**config.mk**
```make
export PLATFORM = sky130hd
export DESIGN_NAME = fifo_space_ctrl_flat
export DESIGN_NICKNAME = d
export VERILOG_FILES = /design/src/rtl/fifo_ctrl_pkg.sv /design/src/rtl/fifo_space_ctrl_if.sv /design/src/rtl/fifo_space_calc.sv /design/src/rtl/fifo_space_ctrl.sv /design/src/flat_wrapper.sv
export SDC_FILE = /design/constraint.sdc
export NUM_CORES = 1
export LEC_CHECK = 0
export CAP_MARGIN = 20
export CORE_MARGIN = 1.5
export CORE_UTILIZATION = 55
export DETAILED_ROUTE_END_ITERATION = 8
export PLACE_DENSITY = 0.8
export SETUP_SLACK_MARGIN = 0.3
export SLEW_MARGIN = 5
export SYNTH_ARGS = -nofsm -noshare
export SYNTH_HDL_FRONTEND = slang
export SYNTH_SLANG_ARGS = --single-unit
export TNS_END_PERCENT = 50
```
**constraint.sdc**
```tcl
create_clock -name clock -period 13.4 [get_ports clock]
set_input_delay 2.68 -clock clock [delete_from_list [all_inputs] [get_ports clock]]
set_output_delay 2.68 -clock clock [all_outputs]
set_load 0.02 [all_outputs]
```
**src/rtl/fifo_ctrl_pkg.sv**
```systemverilog
`default_nettype none
// +---------------------------------------------------------------------------
// | fifo_ctrl_pkg : constants and state encoding shared by the FIFO controllers
// | rev 1.0
// +---------------------------------------------------------------------------
package fifo_ctrl_pkg;

  localparam int DEF_DEPTH     = 512;
  localparam int DEF_BURST_LEN = 100;

  localparam logic [3:0] ST_IDLE      = 4'd0;
  localparam logic [3:0] ST_CHECK     = 4'd1;
  localparam logic [3:0] ST_REQ       = 4'd2;
  localparam logic [3:0] ST_WAIT_DONE = 4'd3;
  localparam logic [3:0] ST_FSH       = 4'd4;
  localparam logic [3:0] ST_FRAME_END = 4'd5;

  typedef enum logic [3:0] {
    S_IDLE      = ST_IDLE,
    S_CHECK     = ST_CHECK,
    S_REQ       = ST_REQ,
    S_WAIT_DONE = ST_WAIT_DONE,
    S_FSH       = ST_FSH,
    S_FRAME_END = ST_FRAME_END
  } state_e;

endpackage
`default_nettype wire

```
**src/rtl/fifo_space_ctrl_if.sv**
```systemverilog
`default_nettype none
// +---------------------------------------------------------------------------
// | fifo_space_ctrl_if : scheduler / read-engine handshake bundle
// | timeout_err present only with FIFO_SPACE_TIMEOUT_EN.  rev 1.0
// +---------------------------------------------------------------------------
interface fifo_space_ctrl_if #(
  parameter int CSIZE = 10,
  parameter int LSIZE = 9,
  parameter int FSIZE = 24
);
  logic [CSIZE-1:0] count;
  logic             frame_req;
  logic [FSIZE-1:0] frame_len;
  logic             burst_req;
  logic [LSIZE-1:0] req_len;
  logic             resp;
  logic             done;
  logic             burst_done;
  logic             frame_done;
  logic             busy;
`ifdef FIFO_SPACE_TIMEOUT_EN
  logic             timeout_err;
`endif

  modport master (
    input  count, frame_req, frame_len, resp, done,
    output burst_req, req_len, burst_done, frame_done, busy
`ifdef FIFO_SPACE_TIMEOUT_EN
    , output timeout_err
`endif
  );

  modport slave (
    output count, frame_req, frame_len, resp, done,
    input  burst_req, req_len, burst_done, frame_done, busy
`ifdef FIFO_SPACE_TIMEOUT_EN
    , input timeout_err
`endif
  );
endinterface
`default_nettype wire

```
**src/rtl/fifo_space_calc.sv**
```systemverilog
`default_nettype none
// +---------------------------------------------------------------------------
// | fifo_space_calc : registered next burst length and FIFO room check
// | rev 1.0
// +---------------------------------------------------------------------------
module fifo_space_calc
  import fifo_ctrl_pkg::*;
#(
  parameter int DEPTH     = DEF_DEPTH,
  parameter int BURST_LEN = DEF_BURST_LEN,
  parameter int CSIZE     = 10,
  parameter int LSIZE     = 9,
  parameter int FSIZE     = 24
) (
  input  logic             clock,
  input  logic             rst,
  input  logic [CSIZE-1:0] count,
  input  logic [FSIZE-1:0] remaining,
  output logic [LSIZE-1:0] next_len,
  output logic             space_ok
);

  localparam int               W       = (CSIZE + 1 > LSIZE) ? CSIZE + 1 : LSIZE;
  localparam logic [CSIZE:0]   C_DEPTH = (CSIZE + 1)'(DEPTH);
  localparam logic [FSIZE-1:0] C_BURST = FSIZE'(BURST_LEN);

  logic [LSIZE-1:0] len_d, len_q;
  logic [CSIZE:0]   count_ext_w, free_w;
  logic             in_range_w, ok_d, ok_q;

  // One extra bit keeps DEPTH - count from wrapping; an overfull count never grants room.
  always_comb begin
    len_d       = LSIZE'((remaining < C_BURST) ? remaining : C_BURST);
    count_ext_w = {1'b0, count};
    in_range_w  = (count_ext_w <= C_DEPTH);
    free_w      = C_DEPTH - count_ext_w;
    ok_d        = in_range_w && (W'(free_w) >= W'(len_d));
  end

  always_ff @(posedge clock or posedge rst) begin
    if (rst) begin
      len_q <= '0;
      ok_q  <= 1'b0;
    end else begin
      len_q <= len_d;
      ok_q  <= ok_d;
    end
  end

  assign next_len = len_q;
  assign space_ok = ok_q;

endmodule
`default_nettype wire

```
**src/rtl/fifo_space_ctrl.sv**
```systemverilog
`default_nettype none
// +---------------------------------------------------------------------------
// | fifo_space_ctrl : issues read bursts only when the read FIFO has room
// | Optional done watchdog: FIFO_SPACE_TIMEOUT_EN.  rev 1.0
// +---------------------------------------------------------------------------
module fifo_space_ctrl
  import fifo_ctrl_pkg::*;
#(
  parameter int DEPTH     = DEF_DEPTH,
  parameter int CSIZE     = 10,
  parameter int BURST_LEN = DEF_BURST_LEN,
  parameter int LSIZE     = 9,
  parameter int FSIZE     = 24
`ifdef FIFO_SPACE_TIMEOUT_EN
  , parameter int TIMEOUT = 4096
`endif
) (
  input  logic              clock,
  input  logic              rst,
  fifo_space_ctrl_if.master bus
);

  state_e           state_q, state_d;
  logic [FSIZE-1:0] remaining_q, remaining_d;
  logic [LSIZE-1:0] req_len_q, next_len_q;
  logic             space_ok_q;
  logic             burst_req_q, burst_done_q, frame_done_q, busy_q;

`ifdef FIFO_SPACE_TIMEOUT_EN
  localparam int TW = $clog2(TIMEOUT + 1);
  logic [TW-1:0] wd_cnt_q;
  logic          timeout_err_q;
  logic          w_expire;
`endif

  // Fed with remaining_d so the room check seen in CHECK already reflects the new remainder.
  fifo_space_calc #(
    .DEPTH     (DEPTH),
    .BURST_LEN (BURST_LEN),
    .CSIZE     (CSIZE),
    .LSIZE     (LSIZE),
    .FSIZE     (FSIZE)
  ) u_calc (
    .clock     (clock),
    .rst       (rst),
    .count     (bus.count),
    .remaining (remaining_d),
    .next_len  (next_len_q),
    .space_ok  (space_ok_q)
  );

  always_comb begin
    state_d     = state_q;
    remaining_d = remaining_q;
`ifdef FIFO_SPACE_TIMEOUT_EN
    w_expire    = 1'b0;
`endif
    case (state_q)
      S_IDLE: begin
        if (bus.frame_req) begin
          remaining_d = bus.frame_len;
          state_d     = (bus.frame_len == '0) ? S_FRAME_END : S_CHECK;
        end
      end
      S_CHECK: begin
        if (space_ok_q) state_d = S_REQ;
      end
      S_REQ: begin
        if (bus.resp) state_d = bus.done ? S_FSH : S_WAIT_DONE;
      end
      S_WAIT_DONE: begin
        if (bus.done) begin
          state_d = S_FSH;
        end
`ifdef FIFO_SPACE_TIMEOUT_EN
        else if (wd_cnt_q == TW'(TIMEOUT - 1)) begin
          state_d     = S_FRAME_END;
          remaining_d = '0;
          w_expire    = 1'b1;
        end
`endif
      end
      S_FSH: begin
        remaining_d = remaining_q - FSIZE'(req_len_q);
        state_d     = (remaining_d != '0) ? S_CHECK : S_FRAME_END;
      end
      S_FRAME_END: state_d = S_IDLE;
      default:     state_d = S_IDLE;
    endcase
  end

  // Outputs are decoded from state_d so they line up with the cycle spent in that state.
  always_ff @(posedge clock or posedge rst) begin
    if (rst) begin
      state_q       <= S_IDLE;
      remaining_q   <= '0;
      req_len_q     <= '0;
      burst_req_q   <= 1'b0;
      burst_done_q  <= 1'b0;
      frame_done_q  <= 1'b0;
      busy_q        <= 1'b0;
`ifdef FIFO_SPACE_TIMEOUT_EN
      wd_cnt_q      <= '0;
      timeout_err_q <= 1'b0;
`endif
    end else begin
      state_q      <= state_d;
      remaining_q  <= remaining_d;
      burst_req_q  <= (state_d == S_REQ);
      burst_done_q <= (state_d == S_FSH);
      frame_done_q <= (state_d == S_FRAME_END);
      busy_q       <= (state_d != S_IDLE);
      if (state_d == S_REQ && state_q != S_REQ) begin
        req_len_q <= next_len_q;
      end else if (state_d != S_REQ && state_d != S_WAIT_DONE && state_d != S_FSH) begin
        req_len_q <= '0;
      end
`ifdef FIFO_SPACE_TIMEOUT_EN
      if (state_d == S_WAIT_DONE && state_q != S_WAIT_DONE) begin
        wd_cnt_q <= '0;
      end else if (state_q == S_WAIT_DONE) begin
        wd_cnt_q <= wd_cnt_q + TW'(1);
      end
      timeout_err_q <= w_expire;
`endif
    end
  end

  assign bus.burst_req  = burst_req_q;
  assign bus.req_len    = req_len_q;
  assign bus.burst_done = burst_done_q;
  assign bus.frame_done = frame_done_q;
  assign bus.busy       = busy_q;
`ifdef FIFO_SPACE_TIMEOUT_EN
  assign bus.timeout_err = timeout_err_q;
`endif

endmodule
`default_nettype wire
```
**src/flat_wrapper.sv**
```systemverilog
// flat-port wrapper written by rule: the top's interface ports become plain ports
module fifo_space_ctrl_flat import fifo_ctrl_pkg::*;
#(
  parameter int DEPTH     = DEF_DEPTH,
  parameter int CSIZE     = 10,
  parameter int BURST_LEN = DEF_BURST_LEN,
  parameter int LSIZE     = 9,
  parameter int FSIZE     = 24

)
  (clock, rst, bus_count, bus_frame_req, bus_frame_len, bus_resp, bus_done, bus_burst_req, bus_req_len, bus_burst_done, bus_frame_done, bus_busy);
  fifo_space_ctrl_if #(.CSIZE(CSIZE), .LSIZE(LSIZE), .FSIZE(FSIZE)) bus_i ();
  input  logic clock;
  input  logic rst;
  input wire logic [$bits(bus_i.count)-1:0] bus_count;
  input wire logic [$bits(bus_i.frame_req)-1:0] bus_frame_req;
  input wire logic [$bits(bus_i.frame_len)-1:0] bus_frame_len;
  input wire logic [$bits(bus_i.resp)-1:0] bus_resp;
  input wire logic [$bits(bus_i.done)-1:0] bus_done;
  output wire logic [$bits(bus_i.burst_req)-1:0] bus_burst_req;
  output wire logic [$bits(bus_i.req_len)-1:0] bus_req_len;
  output wire logic [$bits(bus_i.burst_done)-1:0] bus_burst_done;
  output wire logic [$bits(bus_i.frame_done)-1:0] bus_frame_done;
  output wire logic [$bits(bus_i.busy)-1:0] bus_busy;
  assign bus_i.count = bus_count;
  assign bus_i.frame_req = bus_frame_req;
  assign bus_i.frame_len = bus_frame_len;
  assign bus_i.resp = bus_resp;
  assign bus_i.done = bus_done;
  assign bus_burst_req = bus_i.burst_req;
  assign bus_req_len = bus_i.req_len;
  assign bus_burst_done = bus_i.burst_done;
  assign bus_frame_done = bus_i.frame_done;
  assign bus_busy = bus_i.busy;
  fifo_space_ctrl #(.DEPTH(DEPTH), .CSIZE(CSIZE), .BURST_LEN(BURST_LEN), .LSIZE(LSIZE), .FSIZE(FSIZE)) u_core (.clock(clock), .rst(rst), .bus(bus_i));
endmodule
```
==> results_dict.tcl <==
set metrics [dict create \
    postSynth.asyncResetShare 1.00 \
    syn_area_per_cell_um2 8.24 \
    cp.required_ns 13.59 \
    critPathCaptureType "flip-flop" \
    synth_cells 482 \
    drive_above_1_share 0.0636 \
    initial_core_util 0.575 \
    grt_antenna_before_repair 0 \
    ir_drop_mv 0.0645 \
    synth_seq_cells 51 \
    clock_sinks 51 \
    cts_buffer_depth 2 \
    core_um2 6910 \
    hold_path.startpoint "u_core.u_calc.next_len[3]$_DFF_PP0_" \
    path_class "input pin to flip-flop" \
    wire_per_inst_um 18.9 \
    ys_warn_count 0 \
    drc 0 \
    dr.pass1.iters 7 \
    place_inst 606 \
    cap_viol_max_count 0 \
    ys_seq_area_frac 0.321 \
    fin_skew_ns 0.00870 \
    cp_max_fo 33 \
    drtIter0Drc 422 \
    grt_overflow 0 \
    cts_setup_buffers 0 \
    r2r_slack_ns 7.70 \
    rr_worst_depth 19 \
    die_x_um 88 \
    top_layer_used "met4" \
    grt_pass1_vias 3789 \
    io_buffers 51 \
    arrival_ns 7.69 \
    min_path_cells 1 \
    cts_inserted_buffers 5 \
    nNetsFinal 577 \
    n_antenna_cell 0 \
    grt_pass1_wl_mm 18.7 \
    path_clk_slew_ns 0.10 \
    clk_latency_ns 0.31 \
    cts_resized 0 \
    wl_met1_mm 4.79 \
    die_h_um 88 \
    hold-path-endpoint "u_core.bus.req_len[3]$_DFFE_PP0P_" \
    cts_tree "done" \
    drv_slew 0 \
    io_pins 52 \
    slew_headroom 0.247 \
    place.gp.congestion 1.03 \
    p_leak_uw 0.00176 \
    wl_met3_mm 1.26 \
    period_share 0.560 \
    r2r-end "u_core.u_calc.space_ok$_DFF_PP0_" \
    tns_ns 0 \
    ant_nets 0 \
    power.density_nw_per_um2 108 \
    nFillCells 586 \
    finalCoreUtilization 0.668 \
    wirelength_mm 11.6 \
    root_buffer "clkbuf_8" \
    h-tree-depth 2 \
    cts_hold_buf 0 \
    hold_viol 0 \
    final.min_clock_period_ns 7.51 \
    die_area_um2 7740 \
    post_drt_via_cell_ratio 6.71 \
    synth-edff-count 0 \
    dp_hpwl_mm 8.76 \
    track_usage 0.314 \
    rsz0062_at_grt "false" \
    ys_types 72 \
    setup_viol 0 \
    maxClockFrequency_mhz 133 \
    startpoint_type "input pin" \
    num_rows 30 \
    synth-main-ff-cell "dfrtp_1" \
    layout_common_cells "51 x clkdlybuf4s50_1, 51 x dfrtp_1, 38 x nor2_1, 34 x a21oi_1, 27 x nand2_1" \
    outcome "completed" \
    worst_slew_pin_slew_ns 1.13 \
    met2WireLength_mm 5.22 \
    syn_to_final_growth_pct 16.1 \
    grt_max_degree 52 \
    syn_area_um2 3970 \
    vias 4126 \
    hold_path.class "flip-flop to flip-flop" \
    reg2reg_from "u_core.bus.req_len[0]$_DFFE_PP0P_" \
    final_cells 615 \
]
==> stage by stage <==
| step | area (um^2) | setup WS, ns | power [uW] | hold slack, ns |
|---|---|---|---|---|
| global route | 4610 | 5.58 | 529 | 0.490 |
| global placement | 4510 | 5.83 | 398 | 0.446 |
| detailed placement | 4510 | 5.59 | 399 | 0.447 |
| finish | 4610 | 5.89 | 500 | 0.471 |
| CTS | 4600 | 5.94 | 494 | 0.470 |
| floorplan | 3990 | 7.38 | 340 | 0.443 |
==> sequential cells by signal, indices dropped and copies added, names as in the netlist <==
signal and cells:
u_core.bus.busy 1, u_core.u_calc.next_len 9, u_core.bus.req_len 9, u_core.bus.burst_req 1, u_core.bus.frame_done 1, u_core.remaining_q 24, u_core.state_q 4, u_core.u_calc.space_ok 1
u_core.bus.burst_done 1
==> cells in the mapped netlist, drive strengths merged (3+ instances only) <==
cell | count | area, um^2
dfrtp | 51 | 1280
nor2 | 38 | 143
a21oi | 36 | 188
o21ai | 28 | 144
nand2 | 27 | 101
inv | 26 | 97.6
nor3 | 22 | 115
nor4 | 20 | 131
clkbuf | 19 | 72.6
ha | 19 | 238
nand3 | 16 | 80.1
or3 | 14 | 88.8
nand2b | 12 | 75.1
o211ai | 11 | 82.6
or4 | 11 | 90.1
a22o | 10 | 88.8
buf | 10 | 63.8
o22ai | 10 | 62.6
nand4 | 7 | 43.8
xnor2 | 7 | 61.3
a21o | 6 | 45.0
a221oi | 5 | 50.0
a311oi | 5 | 43.8
nor2b | 5 | 31.3
a211oi | 4 | 35.0
a22oi | 4 | 30.0
o2111ai | 4 | 35.0
o21a | 4 | 30.0
or2 | 4 | 25.0
xor2 | 4 | 35.0
a31oi | 3 | 18.8
and2 | 3 | 18.8
and3 | 3 | 18.8
nor4b | 3 | 32.5
o221ai | 3 | 26.3
==> power by group <==
| part | switching [uW] | internal [uW] | total [uW] |
|---|---|---|---|
| logic | 124 | 79.2 | 203 |
| clock network | 55.0 | 38.4 | 93.4 |
| registers | 31.8 | 171 | 203 |
==> cell families after synthesis <==
| family | count (synthesis) | synth area share |
|---|---|---|
| other cells | 2 | 0.00189 |
| buf+inv | 55 | 0.0589 |
| flops | 51 | 0.321 |
| mux | 1 | 0.00252 |
| simple gates | 195 | 0.274 |
| xor+xnor | 11 | 0.0242 |
| fa+ha+maj | 20 | 0.0649 |
| compound gates | 147 | 0.253 |
==> layout make-up <==
class / count / area [um^2] / area share
Multi-Input combinational cell: 379 / 2480 / 0.538
Clock inverter: 3 / 27.5 / 0.00597
Timing Repair Buffer: 55 / 541 / 0.117
Clock buffer: 5 / 68.8 / 0.0149
Sequential cell: 51 / 1280 / 0.277
Inverter: 26 / 97.6 / 0.0212
Tap cell: 96 / 120 / 0.0260
==> worst max-delay path by stage <==
stage | slack [ns] | from | end
floorplan | 7.38 | bus_frame_req | u_core.u_calc.space_ok$_DFF_PP0_
global placement | 5.83 | bus_frame_req | u_core.u_calc.space_ok$_DFF_PP0_
detailed placement | 5.59 | bus_frame_req | u_core.u_calc.space_ok$_DFF_PP0_
CTS | 5.94 | bus_frame_req | u_core.u_calc.space_ok$_DFF_PP0_
global route | 5.58 | bus_frame_req | u_core.u_calc.space_ok$_DFF_PP0_
finish | 5.89 | bus_frame_req | u_core.u_calc.space_ok$_DFF_PP0_
==> critical path: stages <==
cell             delay (ns)
clkdlybuf4s50_1        1.21
nand2b_1               0.31
or3_1                  0.38
o21ai_0                0.08
a211oi_1               0.10
o311a_1                0.30
nor3_1                 0.16
nand4_1                0.38
nor4_1                 0.52
ha_1                   0.31
nand2b_1               0.14
a21o_1                 0.18
a21oi_1                0.14
nor2b_1                0.05
o21ai_0                0.16
nand2b_1               0.07
a2111oi_0              0.36
o21ai_0                0.13
==> routing by layer <==
metal | track usage | vias to the layer above
li1 | - | 1910
met2 | 0.484 | 263
met5 | 0 | -
met4 | 0.111 | 0
met3 | 0.0707 | 45
met1 | 0.434 | 1908
Note: power is estimated with default switching activity, not from simulation.
